<file path="config.mk">
export PLATFORM = sky130hd
export DESIGN_NAME = time_set_ctrl
export DESIGN_NICKNAME = d
export VERILOG_FILES = /design/src/rtl/time_set_ctrl.sv
export SDC_FILE = /design/constraint.sdc
export NUM_CORES = 1
export LEC_CHECK = 0
export ABC_AREA = 1
export CAP_MARGIN = 20
export CORE_MARGIN = 2
export CORE_UTILIZATION = 57
export CTS_BUF_LIST = sky130_fd_sc_hd__clkbuf_4 sky130_fd_sc_hd__clkbuf_8
export CTS_CLUSTER_DIAMETER = 30
export DETAILED_ROUTE_END_ITERATION = 12
export PLACE_DENSITY = 0.81
export SLEW_MARGIN = 15
export SYNTH_ARGS = -nofsm -noshare
export SYNTH_HDL_FRONTEND = slang
export SYNTH_SLANG_ARGS = --single-unit
</file>
<file path="constraint.sdc">
create_clock -name i_clk -period 2.1 [get_ports i_clk]
set_input_delay 0.63 -clock i_clk [delete_from_list [all_inputs] [get_ports i_clk]]
set_output_delay 0.63 -clock i_clk [all_outputs]
set_load 0.02 [all_outputs]
</file>
<file path="src/rtl/time_set_ctrl.sv">
// time_set_ctrl: user interface for setting the HH:MM:SS clock.
//
// Takes single-cycle debounced button pulses. A write pulse in IDLE copies
// the running time into shadow registers and enters EDIT. Select pulses move
// between the fields and value pulses change the selected field with
// wrap-around. A second write pulse goes to COMMIT, which raises o_load for
// exactly one cycle so the timekeeper takes o_set_*. EDIT is abandoned without
// a load when TIMEOUT_TICKS i_ena ticks pass with no button activity.
//
// Ports:
//   i_clk            system clock
//   i_rst            synchronous active-high reset
//   i_ena            single-cycle tick strobe (timeout and blink timing)
//   i_wr_pulse       enter edit mode / commit
//   i_val_inc_pulse  selected field +1
//   i_val_dec_pulse  selected field -1
//   i_sel_inc_pulse  next field
//   i_sel_dec_pulse  previous field
//   i_cur_hh/mm/ss   running time from the timekeeper (binary)
//   o_load           one-cycle load strobe to the timekeeper
//   o_set_hh/mm/ss   shadow time being edited
//   o_editing        high in EDIT and COMMIT
//   o_sel            selected field: 0 = HH, 1 = MM, 2 = SS
//   o_blink          blink phase of the selected field, 1 = visible

module time_set_ctrl #(
    parameter int TIMEOUT_TICKS = 10000,
    parameter int BLINK_TICKS   = 250
) (
    input  logic       i_clk,
    input  logic       i_rst,
    input  logic       i_ena,
    input  logic       i_wr_pulse,
    input  logic       i_val_inc_pulse,
    input  logic       i_val_dec_pulse,
    input  logic       i_sel_inc_pulse,
    input  logic       i_sel_dec_pulse,
    input  logic [4:0] i_cur_hh,
    input  logic [5:0] i_cur_mm,
    input  logic [5:0] i_cur_ss,
    output logic       o_load,
    output logic [4:0] o_set_hh,
    output logic [5:0] o_set_mm,
    output logic [5:0] o_set_ss,
    output logic       o_editing,
    output logic [1:0] o_sel,
    output logic       o_blink
);

    localparam int TO_W = (TIMEOUT_TICKS > 1) ? $clog2(TIMEOUT_TICKS) : 1;
    localparam int BL_W = (BLINK_TICKS > 1) ? $clog2(BLINK_TICKS) : 1;

    localparam logic [TO_W-1:0] TO_LAST = TO_W'(TIMEOUT_TICKS - 1);
    localparam logic [TO_W-1:0] TO_ONE  = TO_W'(1);
    localparam logic [BL_W-1:0] BL_LAST = BL_W'(BLINK_TICKS - 1);
    localparam logic [BL_W-1:0] BL_ONE  = BL_W'(1);

    localparam logic [1:0] S_IDLE   = 2'd0;
    localparam logic [1:0] S_EDIT   = 2'd1;
    localparam logic [1:0] S_COMMIT = 2'd2;

    logic [1:0]      state;
    logic [TO_W-1:0] to_cnt;
    logic [BL_W-1:0] bl_cnt;
    logic            any_btn;

    assign any_btn = i_sel_inc_pulse | i_sel_dec_pulse |
                     i_val_inc_pulse | i_val_dec_pulse;

    function automatic logic [5:0] wrap_inc(input logic [5:0] v, input logic [5:0] max);
        return (v >= max) ? 6'd0 : v + 6'd1;
    endfunction

    function automatic logic [5:0] wrap_dec(input logic [5:0] v, input logic [5:0] max);
        return (v == 6'd0 || v > max) ? max : v - 6'd1;
    endfunction

    always_ff @(posedge i_clk) begin
        if (i_rst) begin
            state     <= S_IDLE;
            o_load    <= 1'b0;
            o_editing <= 1'b0;
            o_sel     <= 2'd0;
            o_blink   <= 1'b0;
            o_set_hh  <= '0;
            o_set_mm  <= '0;
            o_set_ss  <= '0;
            to_cnt    <= '0;
            bl_cnt    <= '0;
        end else begin
            o_load <= 1'b0;
            case (state)
                S_IDLE: begin
                    if (i_wr_pulse) begin
                        // Out-of-range time from the timekeeper is clamped to 0
                        o_set_hh  <= (i_cur_hh > 5'd23) ? 5'd0 : i_cur_hh;
                        o_set_mm  <= (i_cur_mm > 6'd59) ? 6'd0 : i_cur_mm;
                        o_set_ss  <= (i_cur_ss > 6'd59) ? 6'd0 : i_cur_ss;
                        o_sel     <= 2'd0;
                        o_blink   <= 1'b1;
                        o_editing <= 1'b1;
                        to_cnt    <= '0;
                        bl_cnt    <= '0;
                        state     <= S_EDIT;
                    end
                end

                S_EDIT: begin
                    if (i_wr_pulse || any_btn) begin
                        // Any honoured button restarts timeout and shows the field
                        to_cnt  <= '0;
                        bl_cnt  <= '0;
                        o_blink <= 1'b1;
                        if (i_wr_pulse) begin
                            o_load <= 1'b1;
                            state  <= S_COMMIT;
                        end else if (i_sel_inc_pulse) begin
                            o_sel <= (o_sel == 2'd2) ? 2'd0 : o_sel + 2'd1;
                        end else if (i_sel_dec_pulse) begin
                            o_sel <= (o_sel == 2'd0) ? 2'd2 : o_sel - 2'd1;
                        end else if (i_val_inc_pulse) begin
                            case (o_sel)
                                2'd0:    o_set_hh <= 5'(wrap_inc({1'b0, o_set_hh}, 6'd23));
                                2'd1:    o_set_mm <= wrap_inc(o_set_mm, 6'd59);
                                default: o_set_ss <= wrap_inc(o_set_ss, 6'd59);
                            endcase
                        end else begin
                            case (o_sel)
                                2'd0:    o_set_hh <= 5'(wrap_dec({1'b0, o_set_hh}, 6'd23));
                                2'd1:    o_set_mm <= wrap_dec(o_set_mm, 6'd59);
                                default: o_set_ss <= wrap_dec(o_set_ss, 6'd59);
                            endcase
                        end
                    end else if (i_ena) begin
                        if (to_cnt == TO_LAST) begin
                            // Inactivity: drop the edit, shadow left as it was
                            state     <= S_IDLE;
                            o_editing <= 1'b0;
                            o_blink   <= 1'b0;
                            to_cnt    <= '0;
                            bl_cnt    <= '0;
                        end else begin
                            to_cnt <= to_cnt + TO_ONE;
                            if (bl_cnt == BL_LAST) begin
                                bl_cnt  <= '0;
                                o_blink <= ~o_blink;
                            end else begin
                                bl_cnt <= bl_cnt + BL_ONE;
                            end
                        end
                    end
                end

                S_COMMIT: begin
                    state     <= S_IDLE;
                    o_editing <= 1'b0;
                    o_blink   <= 1'b0;
                end

                default: begin
                    state     <= S_IDLE;
                    o_editing <= 1'b0;
                    o_blink   <= 1'b0;
                end
            endcase
        end
    end

endmodule

</file>
==> flow_metrics.tcl <==
set metrics [dict create \
    antenna_found_initial 0 \
    first_iter_violations 199 \
    synth_area_sq_mm 0.00349 \
    portBuffers 46 \
    ios 47 \
    ys_ff_latch 46 \
    finalPower_mw 2.82 \
    pwr-share-clk 0.204 \
    dr.pass1.iters 4 \
    ir_drop_mv 0.399 \
    crit_buf_inv 1 \
    seq_power_share 0.361 \
    setup.worst_path.end_class "output port" \
    antenna_left 0 \
    fp.coreArea_sq_mm 0.00592 \
    clock.fmax_ghz 0.498 \
    start_util 0.589 \
    switching_share 0.396 \
    holdWs_ns 0.483 \
    cts-buffers-inserted 5 \
    hpwl_um 6870 \
    dieHeight_um 82.2 \
    worst-setup-path-type "reg2out" \
    postCtsHoldBufs 0 \
    n_fill_cell 527 \
    fin_nets 711 \
    power_density_mw_per_mm2 642 \
    htreeDepth 2 \
    layout.area.seq_sq_um 921 \
    viasPerCell 5.31 \
    finalClockSkew_ns 0.00780 \
    combPwrFrac 0.435 \
    arrival_ns 1.38 \
    place.gp.congestion 0.910 \
    drt_wl_total_um 8940 \
    layout_common_cells "nand2_1 (175), nor2_1 (82), inv_1 (64)" \
    clock_path_buffers 2 \
    antenna_cells 0 \
    drc_errors 0 \
    finalMaxSlewViolations 0 \
    final.period_utilization 0.956 \
    dieArea_sq_mm 0.00676 \
    ys_seq_area_frac 0.264 \
    rows 28 \
    critical-path-top-delay-family "buffers and inverters" \
    grt_pass1_vias 3496 \
    hold_violations 0 \
    synth_cell_types 24 \
    cpMaxStageDelayCell "clkdlybuf4s50_1" \
    fin_crit_ns 2.01 \
    drv_cap 0 \
    grt.overflow.total 0 \
    crit_fanout 5 \
    cts_root_buffer "clkbuf_8" \
    cts_tree "built" \
    worstPathCellList "clkdlybuf4s50_1" \
    fin_setup_tns_ns 0 \
    setup_viol 0 \
    netlist_instances 600 \
    cts.sinks 46 \
    fin_cells 746 \
    die_w_um 82.2 \
    clkTransAtPathRegs_ns 0.10 \
    drive_above_1_share 0.0924 \
    grt_max_degree 23 \
    rsz0062_at_grt "false" \
    grt_first_pass_wirelength_um 15000 \
    relSlewSlack 0.695 \
    grt_use_total 0.273 \
    final_common_cell "nand2_1" \
    vias 3959 \
    intPower_mw 1.70 \
    avgSynthCellArea_sq_um 5.81 \
    syn_nets 641 \
    outcome "finished, final reports clean" \
    multi_input_area_sq_mm 0.00224 \
    worst_slew_pin_slew_ns 0.454 \
    leakage_nw 2.05 \
    placed_cells 738 \
    min_path_type "reg2reg" \
    switching_power_mw 1.12 \
    yosys_warnings 0 \
    area_delta_synth_final_pct 25.7 \
    wire_per_inst_um 12.0 \
    wl_met2_um 3990 \
    cpPeakStageDelay_ns 0.64 \
    worstSkewPairLatency_ns 0.31 \
    maxUsedRoutingLayer "met4" \
    drt-met1-wl_um 4320 \
    worstSetupStartpointType "flop" \
    required_ns 1.47 \
    met3_length_um 532 \
]
kinds of logic (layout without fill, tap and decap cells):
group,after synthesis,count (layout),synth area share
AND/OR/NAND/NOR,354,354,0.429
buffers and inverters,89,160,0.0980
AO/OA/AOI/OAI,82,82,0.118
flip-flops,46,46,0.264
adder cells (fa/ha/maj),16,16,0.0574
XOR/XNOR,13,13,0.0327
worst reg2reg max path: cells and delay by family (launching register included):
| kind | cells | cell delay [ns] |
|---|---|---|
| flip-flops | 1 | 0.49 |
| AND/OR/NAND/NOR | 7 | 0.73 |
| buffers and inverters | 3 | 0.43 |
repair_timing:
| item | in CTS | in global routing |
|---|---|---|
| setup buffers | 0 | 0 |
| resized for setup | 0 | 8 |
| setup endpoints to repair | 0 | 20 |
through the flow:
stage                     instance area (sq um)   util  setup WS, ns
after floorplan                            3490      -         0.324
after global placement                     4270  0.720        -0.185
after detailed placement                   4270  0.720        -0.237
after CTS                                  4360  0.736        0.0112
after global routing                       4380  0.740       0.00234
final                                      4380  0.740        0.0934
cell usage after synthesis:
| cell | instances | area (sq um) |
|---|---|---|
| dfxtp_1 | 46 | 921 |
| xor2_1 | 11 | 96.3 |
| nand3_1 | 56 | 280 |
| or2_2 | 3 | 18.8 |
| nor2_2 | 4 | 25.0 |
| and3_1 | 1 | 6.26 |
| o21ai_1 | 1 | 5.00 |
| a21oi_1 | 45 | 225 |
| buf_1 | 1 | 3.75 |
| clkbuf_1 | 14 | 52.6 |
| o211ai_1 | 1 | 7.51 |
| inv_2 | 3 | 11.3 |
| ha_1 | 16 | 200 |
| nand4_1 | 18 | 113 |
| nand3b_1 | 1 | 7.51 |
| xnor2_1 | 2 | 17.5 |
| nand3_2 | 3 | 30.0 |
| nand2_1 | 175 | 657 |
| o21ai_0 | 35 | 175 |
| nor3_1 | 9 | 45.0 |
| buf_2 | 6 | 30.0 |
| inv_1 | 64 | 240 |
| clkinv_1 | 1 | 3.75 |
| nor2_1 | 84 | 315 |
path summary, 6_finish.rpt:
path          startpoint     endpoint  slack [ns]  depth (start not counted)
max          o_set_hh[0]  o_set_hh[0]        0.09                          1
min reg2reg    o_editing    o_editing        0.48                          2
min            o_editing    o_editing        0.48                          2
max reg2reg     state[1]  o_set_mm[0]        0.36                         10
power groups by stage:
stage	clock network (mW)	logic (mW)	registers (mW)
floorplan	0	0.698	1.10
global placement	0	1.18	1.03
detailed placement	0	1.21	1.04
CTS	0.587	1.22	1.02
global route	0.620	1.37	1.03
finish	0.575	1.22	1.02
flip-flops by register name, indices dropped and copies added, names as in the netlist:
name	flops
o_blink	1
o_load	1
to_cnt	14
o_set_mm	6
bl_cnt	8
o_set_ss	6
o_sel	2
o_set_hh	5
state	2
o_editing	1
layout make-up:
| class | count | area share |
|---|---|---|
| Clock buffer | 5 | 0.0157 |
| Inverter | 68 | 0.0582 |
| Multi-Input combinational cell | 465 | 0.511 |
| Timing Repair Buffer | 84 | 0.178 |
| Clock inverter | 3 | 0.00571 |
| Sequential cell | 46 | 0.210 |
| Tap cell | 75 | 0.0214 |
metal layers:
metal,global-route usage,up-vias
met1,0.385,1751
li1,-,2065
met5,0,-
met2,0.435,133
met4,0.0700,0
met3,0.0424,10
(Power assumes the default switching activity.)
